**config.mk**
```make
export PLATFORM = sky130hd
export DESIGN_NAME = exu_biu_arb
export DESIGN_NICKNAME = d
export VERILOG_FILES = /design/src/rtl/exu_biu_arb.sv
export SDC_FILE = /design/constraint.sdc
export NUM_CORES = 1
export LEC_CHECK = 0
export CAP_MARGIN = 15
export CORE_ASPECT_RATIO = 1.1
export CORE_MARGIN = 3
export CORE_UTILIZATION = 36
export DETAILED_ROUTE_END_ITERATION = 16
export MAX_ROUTING_LAYER = met4
export PLACE_DENSITY = 0.79
export SLEW_MARGIN = 20
export SYNTH_ARGS = -nofsm -noshare
export SYNTH_HDL_FRONTEND = slang
export SYNTH_SLANG_ARGS = --single-unit
```
**constraint.sdc**
```tcl
create_clock -name clk -period 1.9 [get_ports clk]
set_input_delay 0.38 -clock clk [delete_from_list [all_inputs] [get_ports clk]]
set_output_delay 0.38 -clock clk [all_outputs]
set_load 0.02 [all_outputs]
```
**src/rtl/exu_biu_arb.sv**
```systemverilog
// Round-robin arbiter sharing one memory port between instruction fetch and load/store.
// It keeps a single outstanding transaction and routes the response back to its owner.
module exu_biu_arb (
  input  logic        clk,
  input  logic        rst_n,
  // fetch requester
  input  logic        hs_if4bi_val,
  input  logic [31:0] i_if_adr,
  output logic        hs_bi4if_rdy,
  output logic        o_if_rsp_val,
  output logic [31:0] o_if_rdat,
  // load/store requester
  input  logic        hs_ls4bi_val,
  input  logic [31:0] i_ls_adr,
  input  logic [31:0] i_ls_wdat,
  input  logic [3:0]  i_ls_wen,
  input  logic        i_ls_ren,
  output logic        hs_bi4ls_rdy,
  output logic        o_ls_rsp_val,
  output logic [31:0] o_ls_rdat,
  // memory port
  output logic        hs_bi4mm_val,
  input  logic        hs_mm4bi_rdy,
  output logic [31:0] o_mm_adr,
  output logic [31:0] o_mm_wdat,
  output logic [3:0]  o_mm_wen,
  output logic        o_mm_ren,
  input  logic        i_mm_rsp_val,
  input  logic [31:0] i_mm_rdat
);

  typedef enum logic [1:0] {
    S_IDLE = 2'd0,
    S_REQ  = 2'd1,
    S_WAIT = 2'd2
  } state_t;

  typedef enum logic {
    OWN_IF = 1'b0,
    OWN_LS = 1'b1
  } owner_t;

  state_t      r_state;
  state_t      w_state_nxt;
  owner_t      r_owner;
  owner_t      r_last_grant;
  logic [31:0] r_adr;
  logic [31:0] r_wdat;
  logic [3:0]  r_wen;
  logic        r_ren;

  logic        w_grant_if;
  logic        w_grant_ls;

  always_ff @(posedge clk or negedge rst_n) begin
    if (!rst_n) begin
      r_state      <= S_IDLE;
      r_owner      <= OWN_IF;
      r_last_grant <= OWN_LS;
      r_adr        <= 32'd0;
      r_wdat       <= 32'd0;
      r_wen        <= 4'd0;
      r_ren        <= 1'b0;
    end else begin
      r_state <= w_state_nxt;
      if (w_grant_if) begin
        r_owner      <= OWN_IF;
        r_last_grant <= OWN_IF;
        r_adr        <= i_if_adr;
        r_wdat       <= 32'd0;
        r_wen        <= 4'd0;
        r_ren        <= 1'b1;
      end else if (w_grant_ls) begin
        r_owner      <= OWN_LS;
        r_last_grant <= OWN_LS;
        r_adr        <= i_ls_adr;
        r_wdat       <= i_ls_wdat;
        r_wen        <= i_ls_wen;
        r_ren        <= i_ls_ren;
      end
    end
  end

  // Grants are gated by rst_n so every output is 0 while reset is held,
  // even if a requester keeps val asserted.
  always_comb begin
    w_state_nxt  = r_state;
    w_grant_if   = 1'b0;
    w_grant_ls   = 1'b0;
    hs_bi4if_rdy = 1'b0;
    hs_bi4ls_rdy = 1'b0;
    o_if_rsp_val = 1'b0;
    o_if_rdat    = 32'd0;
    o_ls_rsp_val = 1'b0;
    o_ls_rdat    = 32'd0;
    hs_bi4mm_val = 1'b0;
    o_mm_adr     = 32'd0;
    o_mm_wdat    = 32'd0;
    o_mm_wen     = 4'd0;
    o_mm_ren     = 1'b0;

    case (r_state)
      S_IDLE: begin
        if (rst_n) begin
          if (hs_if4bi_val && (!hs_ls4bi_val || (r_last_grant == OWN_LS))) begin
            w_grant_if = 1'b1;
          end else if (hs_ls4bi_val) begin
            w_grant_ls = 1'b1;
          end
        end
        hs_bi4if_rdy = w_grant_if;
        hs_bi4ls_rdy = w_grant_ls;
        if (w_grant_if || w_grant_ls) begin
          w_state_nxt = S_REQ;
        end
      end
      S_REQ: begin
        hs_bi4mm_val = 1'b1;
        o_mm_adr     = r_adr;
        o_mm_wdat    = r_wdat;
        o_mm_wen     = r_wen;
        o_mm_ren     = r_ren;
        if (hs_mm4bi_rdy) begin
          w_state_nxt = S_WAIT;
        end
      end
      S_WAIT: begin
        if (i_mm_rsp_val) begin
          if (r_owner == OWN_IF) begin
            o_if_rsp_val = 1'b1;
            o_if_rdat    = i_mm_rdat;
          end else begin
            o_ls_rsp_val = 1'b1;
            o_ls_rdat    = i_mm_rdat;
          end
          w_state_nxt = S_IDLE;
        end
      end
      default: begin
        w_state_nxt = S_IDLE;
      end
    endcase
  end

endmodule

```
==> results of run 1 <==
## state kept, by name, summed over array words and instances, names as in the netlist
register	count
r_state	2
r_wdat	32
r_owner	1
r_ren	1
r_adr	32
r_last_grant	1
r_wen	4
## worst max-delay path by stage
stage,depth (start not counted),endpoint,startpoint,slack (ps)
3_3_place_gp,5,o_ls_rdat[29],i_mm_rsp_val,-580
2_1_floorplan,3,o_ls_rdat[22],r_state[0],160
5_1_grt,6,hs_bi4if_rdy,r_state[1],-230
4_1_cts,5,o_mm_wdat[30],r_state[0],-210
3_5_place_dp,5,o_ls_rdat[29],i_mm_rsp_val,-610
6_report,6,o_if_rdat[18],r_state[0],-190
## kinds of logic after synthesis
family,count (synthesis)
and+or+nand+nor,181
buffers and inverters,86
AOI/OAI and AO/OA,136
DFF,73
## per-stage QoR
step	instances	util	hold slack, ps	cell area, um2
3_5_place_dp	875	0.627	474	7310
2_1_floorplan	476	-	84.4	4350
3_3_place_gp	875	0.627	475	7310
5_1_grt	911	0.687	379	8000
6_report	911	0.687	306	8000
4_1_cts	899	0.665	324	7740
## timing repair
item,CTS,global route
gates resized for setup,615,171
setup endpoints to repair,208,207
buffers inserted,5,6
pin swaps,14,25
gates cloned,3,7
## routing by layer
metal	share of wire	wire length, um	vias up
met5	0	0	-
met4	0.043	805	0
met3	0.064	1200	45
met2	0.51	9590	257
met1	0.38	7140	2403
li1	-	-	2202
## cells in the final DEF, fill, tap and decap left out, drive strengths merged, types with 2 or more instances in the layout
cell,Yosys,routed
buf,27,177
a21o,2,2
nand2b,3,3
clkinvlp,0,3
a22o,36,36
o22a,32,32
inv,34,38
nand2,36,36
clkbuf,25,17
o211ai,32,32
a31oi,32,32
dfrtp,72,72
and2,134,134
clkdlybuf4s50,0,135
nor2b,2,2
nor3b,2,2
## report_power, final
| group | internal, W | switching, W | leakage, nW |
|---|---|---|---|
| Combinational | 0.00255 | 0.00244 | 2.75 |
| Sequential | 0.00227 | 0.000400 | 0.870 |
| Clock | 0.000908 | 0.000740 | 0.131 |
| Total | 0.00573 | 0.00358 | 3.75 |
## layout make-up
type	instances	share of cell area
clock inverter	7	0.00751
tap	150	0.0235
multi-input combinational	317	0.288
timing repair buffer	321	0.408
clock buffer	9	0.0282
inverter	34	0.0160
sequential	73	0.229
## synthesized netlist by cell type (all sizes together)
master / number
dfrtp: 72
clkbuf: 25
or2: 1
inv: 34
nand2: 36
dfstp: 1
buf: 27
a22o: 36
o211ai: 32
o21ai: 1
and3: 1
and2: 134
o22a: 32
nor2b: 2
nand3: 1
a21o: 2
and4b: 1
nand2b: 3
nor3b: 2
a2bb2oi: 1
a31oi: 32
==> flow_summary_export.csv, run 1 <==
group,metric,value,unit
cells_and_area,register_area,1830,um2
worst_hold_path,hold_class,"primary input to asynchronous set/reset pin",
power,powerDensity,1160,nW/um2
setup_path,regToRegStartpoint,"r_state[1]",
routing,wl_per_cell,20.6,um
clocking,clock_latency,330,ps
logic_synthesis,synth.cell_area,4350,um2
setup_path,crit_slowest_cell,"dfrtp_1",
logic_synthesis,synth_top_family_by_area,"simple AND/OR/NAND/NOR gates",
logic_synthesis,synth_area_leaders,"dfrtp_1, and2_1, a22o_1",
routing,viasPerCell,5.39,
logic_synthesis,yosysTopAreaCellShare,0.415,
grt,globalRouteMet3Util,0.0574,
sta,fin_setup_tns,-14970,ps
logic_synthesis,synth-compound-area-share,0.245,
grt,gr-usage-met1,0.290,
cells_and_area,syn2layout_area_growth,84.0,%
setup_path,r2r-end,"r_wen[1]",
logic_synthesis,synth.area.mux_share,0,
die,die_w,111,um
setup_path,crit_required,1520,ps
setup_path,end_kind,"output pin",
grt,grt_antenna_before_repair,0,
clocking,cts.sinks,73,
die,core,11600,um2
power,leakage,3.75,nW
placement,hpwl,12300,um
setup_path,crit_buf_inv,3,
logic_synthesis,synth-xor-area-share,0,
logic_synthesis,netlist_instances,476,
grt,overflow,0,
grt,use_met2,0.448,
setup_path,startpoint_type,"flip-flop",
flow_run,cap_violations,0,
setup_path,crit_top_cell,"buf_6",
sta,relSlewSlack,0.369,
clocking,cts_tree,"done",
routing,drtPass1Iterations,4,
cells_and_area,num_antenna_cells,0,
clocking,cts_made_buffers,9,
sta,slew_violations,0,
routing,drt_iter0_markers,296,
grt,grt.busiest_layer,"met2",
logic_synthesis,synth_nets,615,
clocking,htree_levels,3,
status,failed_checks,"negative setup slack",
sta,fin_crit_sh,1.10,
routing,wirelength,18700,um
setup_path,worstSetupPathType,"flip-flop to output pin",
setup_path,cp_cell_sequence,"nand2b_4 > nor3b_4 > buf_6 > clkbuf_16 > and2_4 > buf_6",
logic_synthesis,synthSimpleGateAreaFrac,0.245,
cells_and_area,multi_input_area,2310,um2
routing,postRouteAntennaNets,0,
cells_and_area,drive_above_1_share,0.355,
sta,finalHoldViolations,0,
status,status,"finished with violations",
routing,drcViolationCount,0,
clocking,cts.root.buffer_cell,"clkbuf_16",
grt,grt_max_degree,74,
logic_synthesis,synth-adder-area-share,0,
grt,grt_pass1_vias,4960,
logic_synthesis,yosysTopAreaCell,"dfrtp_1",
setup_path,path_max_fanout,8,
die,start_util,0.373,
logic_synthesis,seq_area_frac_synth,0.421,
sta,finalSetupViolations,126,
sta,rsz0062_at_grt,"yes",
setup_path,worst-r2r-setup-slack,60,ps
logic_synthesis,synth-seq-cells,73,
clocking,cts_buffer_depth,2,
clocking,path_clk_slew,70,ps
setup_path,crit_arrival,1710,ps
setup_path,reg2reg_depth,7,
cells_and_area,fin_nets,895,
die,die_area,13400,um2
grt,grt_pass1_wl,27000,um
placement,routabilityCongestion,0.917,
power,p_total,0.00931,W
sta,layout_min_cycle_time,2090,ps
logic_synthesis,ys_types,26,
placement,place.port_buffers,276,
clocking,cts_hold_buf,0,
setup_path,critPathTopFamily,"simple AND/OR/NAND/NOR gates",
sta,fin_skew,13.5,ps
sta,clock.fmax,478,MHz
placement,post-place-ws,-607,ps
routing,via_count,4907,
die,io_pins,277,
sta,fin_ws,-190,ps
grt,grtUsageTotal,0.260,
die,die_h,121,um
sta,tightest_slew,947,ps
power,max-vdd-ir-drop,0.710,mV
setup_path,cp_slowest_stage_delay,410,ps
die,rows,41,
logic_synthesis,syn_area_per_cell,9.13,um2
cells_and_area,nFillCells,867,
logic_synthesis,yosysWarnings,0,
Note: power is estimated with default switching activity, not from simulation.
==> run 2: changes to the inputs <==
CORE_MARGIN = 4   (was 3)
==> run 2 against run 1 <==
  * The flow still finishes with violations (negative setup slack)
  * Worst setup slack worse by 31 ps
  * Critical path type unchanged
  * First-iteration DRC count is 2.4% lower
  * Core utilization is 1.5 points higher
  * Sequential power hardly changed
  * Cell area is 2.1% higher
  * Register-to-register slack hardly changed
  * Final cell count is 0.11% higher
  * Global-route usage is 0.93 points lower
  * Critical path depth stayed put
  * Sequential cell count stayed put
  * Clock power is 2% lower
  * Critical endpoint is now o_if_rdat[9]
  * Largest cell class unchanged
==> flow_summary_export.csv, run 2 (same netlist as run 1, synthesis figures left out) <==
group,metric,value,unit
setup_path,crit_top_cell,"buf_4",
cells_and_area,multi_input_area,2330,um2
sta,finalHoldViolations,0,
placement,placed_cell_area,7300,um2
grt,grt_pass1_wl,26600,um
setup_path,end_kind,"output pin",
cells_and_area,register_area,1830,um2
clocking,cts.sinks,73,
clocking,path_clk_slew,60,ps
sta,clock.fmax,472,MHz
setup_path,cp_slowest_stage_delay,390,ps
setup_path,r2r-end,"r_wdat[20]",
sta,fin_skew,14.2,ps
power,max-vdd-ir-drop,0.558,mV
clocking,cts.root.buffer_cell,"clkbuf_16",
setup_path,crit_buf_inv,3,
placement,hpwl,12000,um
sta,finalSetupViolations,127,
sta,slew_violations,0,
clocking,cts_made_buffers,9,
sta,rsz0062_at_grt,"yes",
grt,grt_antenna_before_repair,1,
die,start_util,0.373,
clocking,cts_tree,"done",
cells_and_area,largestRegisters,"r_adr: 32 flops, r_wdat: 32 flops, r_wen: 4 flops",
clocking,cts_buffer_depth,2,
die,rows,41,
setup_path,critPathTopFamily,"simple AND/OR/NAND/NOR gates",
cells_and_area,syn2layout_area_growth,87.9,%
sta,fin_ws,-221,ps
sta,fin_crit_sh,1.12,
routing,drcViolationCount,0,
routing,wl_per_cell,20.7,um
die,die_h,123,um
setup_path,worstSetupPathType,"flip-flop to output pin",
routing,postRouteAntennaNets,0,
routing,wirelength,18900,um
placement,place.port_buffers,276,
sta,relSlewSlack,0.369,
clocking,clock_latency,340,ps
sta,layout_min_cycle_time,2120,ps
routing,viasPerCell,5.35,
setup_path,crit_start,"r_state[0]",
cells_and_area,drive_above_1_share,0.363,
grt,overflow,0,
grt,grtUsageTotal,0.250,
power,leakage,3.78,nW
status,failed_checks,"negative setup slack",
setup_path,path_max_fanout,8,
flow_run,cap_violations,0,
placement,dp.cells,873,
cells_and_area,fin_nets,895,
setup_path,startpoint_type,"flip-flop",
die,die_area,13900,um2
cells_and_area,nFillCells,841,
worst_hold_path,hold_class,"primary input to asynchronous set/reset pin",
cells_and_area,final_common_cell,"clkdlybuf4s50_1",
routing,via_count,4878,
die,die_w,113,um
cells_and_area,fin_cells,912,
sta,tightest_slew,947,ps
cells_and_area,fin_area,8170,um2
grt,grt_pass1_vias,4914,
setup_path,regToRegStartpoint,"r_state[0]",
setup_path,crit_required,1520,ps
cells_and_area,final_cell_mix,"clkdlybuf4s50_1, buf_6, dfrtp_1",
status,status,"finished with violations",
setup_path,reg2reg_depth,7,
die,core,11600,um2
clocking,htree_levels,3,
die,io_pins,277,
setup_path,crit_arrival,1740,ps
placement,routabilityCongestion,0.851,
grt,grt_max_degree,74,
routing,drt_iter0_markers,289,
cells_and_area,post-route-util,0.701,
power,powerDensity,1140,nW/um2
setup_path,worst-r2r-setup-slack,50,ps
setup_path,cp_cell_sequence,"nand2b_4 > nor3b_4 > buf_4 > buf_6 > and2_1 > buf_4",
routing,drtPass1Iterations,5,
setup_path,crit_slowest_cell,"dfrtp_1",
run 2: cell count changes in the layout (fill, tap and decap cells not counted), moves of 2 or more:
| cell | delta |
|---|---|
| and2_1 | -7 |
| clkinvlp_4 | -2 |
| buf_8 | +2 |
| buf_16 | +3 |
| buf_6 | +24 |
| and2_4 | +7 |
| buf_4 | -4 |
| clkbuf_16 | -3 |
| buf_2 | -20 |
run 2: worst max path at each step:
stage          cells after the start  slack, ps             to
2_1_floorplan                      3        160  o_ls_rdat[22]
3_3_place_gp                       5       -550  o_if_rdat[10]
3_5_place_dp                       5       -590  o_ls_rdat[10]
4_1_cts                            5       -140  o_ls_rdat[24]
5_1_grt                            6       -290   o_if_rdat[9]
6_report                           6       -220   o_if_rdat[9]
run 2: final cells by class:
class,count,share of cell area
multi-input cells,317,0.285
flip-flops and latches,73,0.224
inverters,34,0.0156
clock inverters,5,0.00475
diodes,1,0.000306
repair buffers,321,0.417
clock buffers,11,0.0297
well taps,150,0.0230
run 2: per-layer routing:
layer	part of all wire	track usage	vias to the layer above
met5	0	-	-
met4	0.034	0.103	0
met3	0.063	0.0489	42
met2	0.54	0.449	257
met1	0.36	0.272	2372
li1	-	-	2207
run 2: power breakdown:
group	switching [W]	internal, W
Sequential	0.000385	0.00227
Combinational	0.00245	0.00263
Clock	0.000683	0.000929
Total	0.00352	0.00583
run 2: repair_timing:
item                       CTS  global route
cloned                       6             4
pin swaps                   21            25
setup endpoints to repair  208           205
gates resized for setup    766            97
hold buffers                 0             0
setup buffers                4             9
run 2: through the flow:
step | hold slack (ps) | setup slack, ps | TNS (ps) | power (W)
2_1_floorplan | 84.4 | 164 | 0 | 0.00510
3_3_place_gp | 475 | -546 | -48940 | 0.00709
3_5_place_dp | 474 | -588 | -53500 | 0.00720
4_1_cts | 327 | -145 | -12760 | 0.00904
5_1_grt | 354 | -285 | -21380 | 0.00985
6_report | 281 | -221 | -14080 | 0.00935
==> run 3: changes to the inputs <==
TNS_END_PERCENT = 50   (was unset)
==> run 3 against run 2 <==
  * Sequential share of layout area hardly changed
  * Clock skew is 1.9 ps higher
  * The flow still finishes with violations (negative setup slack)
  * Global-route usage stayed put
  * Routed wire length is 0.14% lower
  * Hold slack better by 7.8 ps
==> flow_summary_export.csv, run 3 (same netlist as run 1, synthesis figures left out) <==
group,metric,value,unit
cells_and_area,drive_above_1_share,0.362,
setup_path,regToRegStartpoint,"r_state[0]",
power,power_frac_comb,0.544,
routing,drt_iter0_markers,285,
clocking,clock_latency,330,ps
cells_and_area,nFillCells,849,
placement,dp.cells,873,
clocking,cts.sinks,73,
sta,fin_skew,16.1,ps
routing,drcViolationCount,0,
sta,timing.hold.ws,289,ps
grt,overflow,0,
die,rows,41,
power,clockPowerShare,0.172,
power,p_int,0.00582,W
cells_and_area,multi_input_area,2330,um2
power,leakage,3.78,nW
sta,relSlewSlack,0.372,
power,p_sw_frac,0.376,
routing,wl_per_cell,20.7,um
routing,via_count,4898,
power,powerDensity,1140,nW/um2
sta,slew_violations,0,
routing,viasPerCell,5.38,
sta,layout_min_cycle_time,2080,ps
setup_path,r2r-end,"r_wdat[20]",
die,start_util,0.373,
setup_path,crit_required,1520,ps
routing,drtPass1Iterations,5,
placement,place.port_buffers,276,
die,die_h,123,um
grt,grt_antenna_before_repair,1,
status,failed_checks,"negative setup slack",
routing,postRouteAntennaNets,0,
grt,grt_max_degree,74,
setup_path,startpoint_type,"flip-flop",
sta,finalHoldViolations,0,
setup_path,worstSetupPathType,"flip-flop to output pin",
clocking,cts_buffer_depth,2,
sta,tightest_slew,942,ps
die,io_pins,277,
grt,grt_pass1_vias,4914,
routing,wirelength,18900,um
placement,hpwl,12000,um
cells_and_area,register_area,1830,um2
clocking,path_clk_slew,60,ps
die,die_w,113,um
sta,clock.fmax,481,MHz
sta,rsz0062_at_grt,"yes",
power,seqPwrFrac,0.284,
power,max-vdd-ir-drop,0.558,mV
cells_and_area,post-route-util,0.700,
cells_and_area,syn2layout_area_growth,87.6,%
grt,grt_pass1_wl,26600,um
setup_path,reg2reg_depth,7,
status,status,"finished with violations",
power,p_total,0.00933,W
sta,fin_ws,-180,ps
clocking,cts_tree,"done",
die,core,11600,um2
setup_path,worst-r2r-setup-slack,50,ps
worst_hold_path,hold_class,"primary input to asynchronous set/reset pin",
clocking,htree_levels,3,
sta,finalSetupViolations,127,
clocking,cts_hold_buf,0,
power,power.switching,0.00351,W
clocking,cts_made_buffers,9,
sta,fin_crit_sh,1.09,
sta,fin_setup_tns,-13560,ps
flow_run,cap_violations,0,
cells_and_area,fin_cells,911,
cells_and_area,final_cell_mix,"clkdlybuf4s50_1, buf_6, dfrtp_1",
setup_path,end_kind,"output pin",
setup_path,path_max_fanout,8,
die,die_area,13900,um2
cells_and_area,final_common_cell,"clkdlybuf4s50_1",
grt,grtUsageTotal,0.250,
setup_path,crit_arrival,1700,ps
clocking,cts.root.buffer_cell,"clkbuf_16",
cells_and_area,largestRegisters,"r_adr: 32 flops, r_wdat: 32 flops, r_wen: 4 flops",
placement,routabilityCongestion,0.851,
cells_and_area,fin_nets,894,
run 3: critical path: stages (launching register included):
cell and delay (ps):
dfrtp_1 390, nand2b_4 160, nor3b_4 240, buf_4 180, buf_6 130, and2_1 140, buf_4 140
run 3: worst max-delay path by stage:
stage	start	to	slack (ps)	depth (start not counted)
5_1_grt	r_state[0]	o_if_rdat[12]	-260	6
3_5_place_dp	i_mm_rsp_val	o_ls_rdat[10]	-590	5
4_1_cts	r_state[1]	o_ls_rdat[24]	-140	5
2_1_floorplan	r_state[0]	o_ls_rdat[22]	160	3
6_report	r_state[0]	o_if_rdat[12]	-180	6
3_3_place_gp	i_mm_rsp_val	o_if_rdat[10]	-550	5
run 3: cell type report:
class / instances / area share
Antenna cell: 1 / 0.000307
Tap cell: 150 / 0.0230
Clock inverter: 5 / 0.00476
Sequential cell: 73 / 0.224
Timing Repair Buffer: 320 / 0.417
Clock buffer: 11 / 0.0298
Multi-Input combinational cell: 317 / 0.286
Inverter: 34 / 0.0157
run 3: layer usage:
layer | GRT usage | wire length (um) | vias to the layer above
li1 | - | - | 2207
met1 | 0.272 | 6960 | 2381
met2 | 0.449 | 10200 | 267
met3 | 0.0489 | 1120 | 43
met4 | 0.103 | 598 | 0
met5 | - | 0 | -
run 3: stage by stage:
| stage | setup WS [ps] | cell area [um2] |
|---|---|---|
| 5_1_grt | -257 | 8150 |
| 3_3_place_gp | -546 | 7300 |
| 2_1_floorplan | 164 | 4350 |
| 4_1_cts | -145 | 7970 |
| 6_report | -180 | 8150 |
| 3_5_place_dp | -588 | 7300 |
run 3: power groups by stage:
stage,sequential (W),combinational [W],clock [W]
after CTS,0.00264,0.00476,0.00165
after floorplan,0.00254,0.00257,0
after global routing,0.00273,0.00540,0.00171
final,0.00265,0.00507,0.00161
after detailed placement,0.00265,0.00455,0
after global placement,0.00262,0.00447,0
run 3: timing repair:
action / CTS / global route
cloned: 6 / 4
pin swaps: 21 / 25
setup buffers: 4 / 8
setup endpoints to repair: 208 / 205
gates resized for setup: 766 / 96
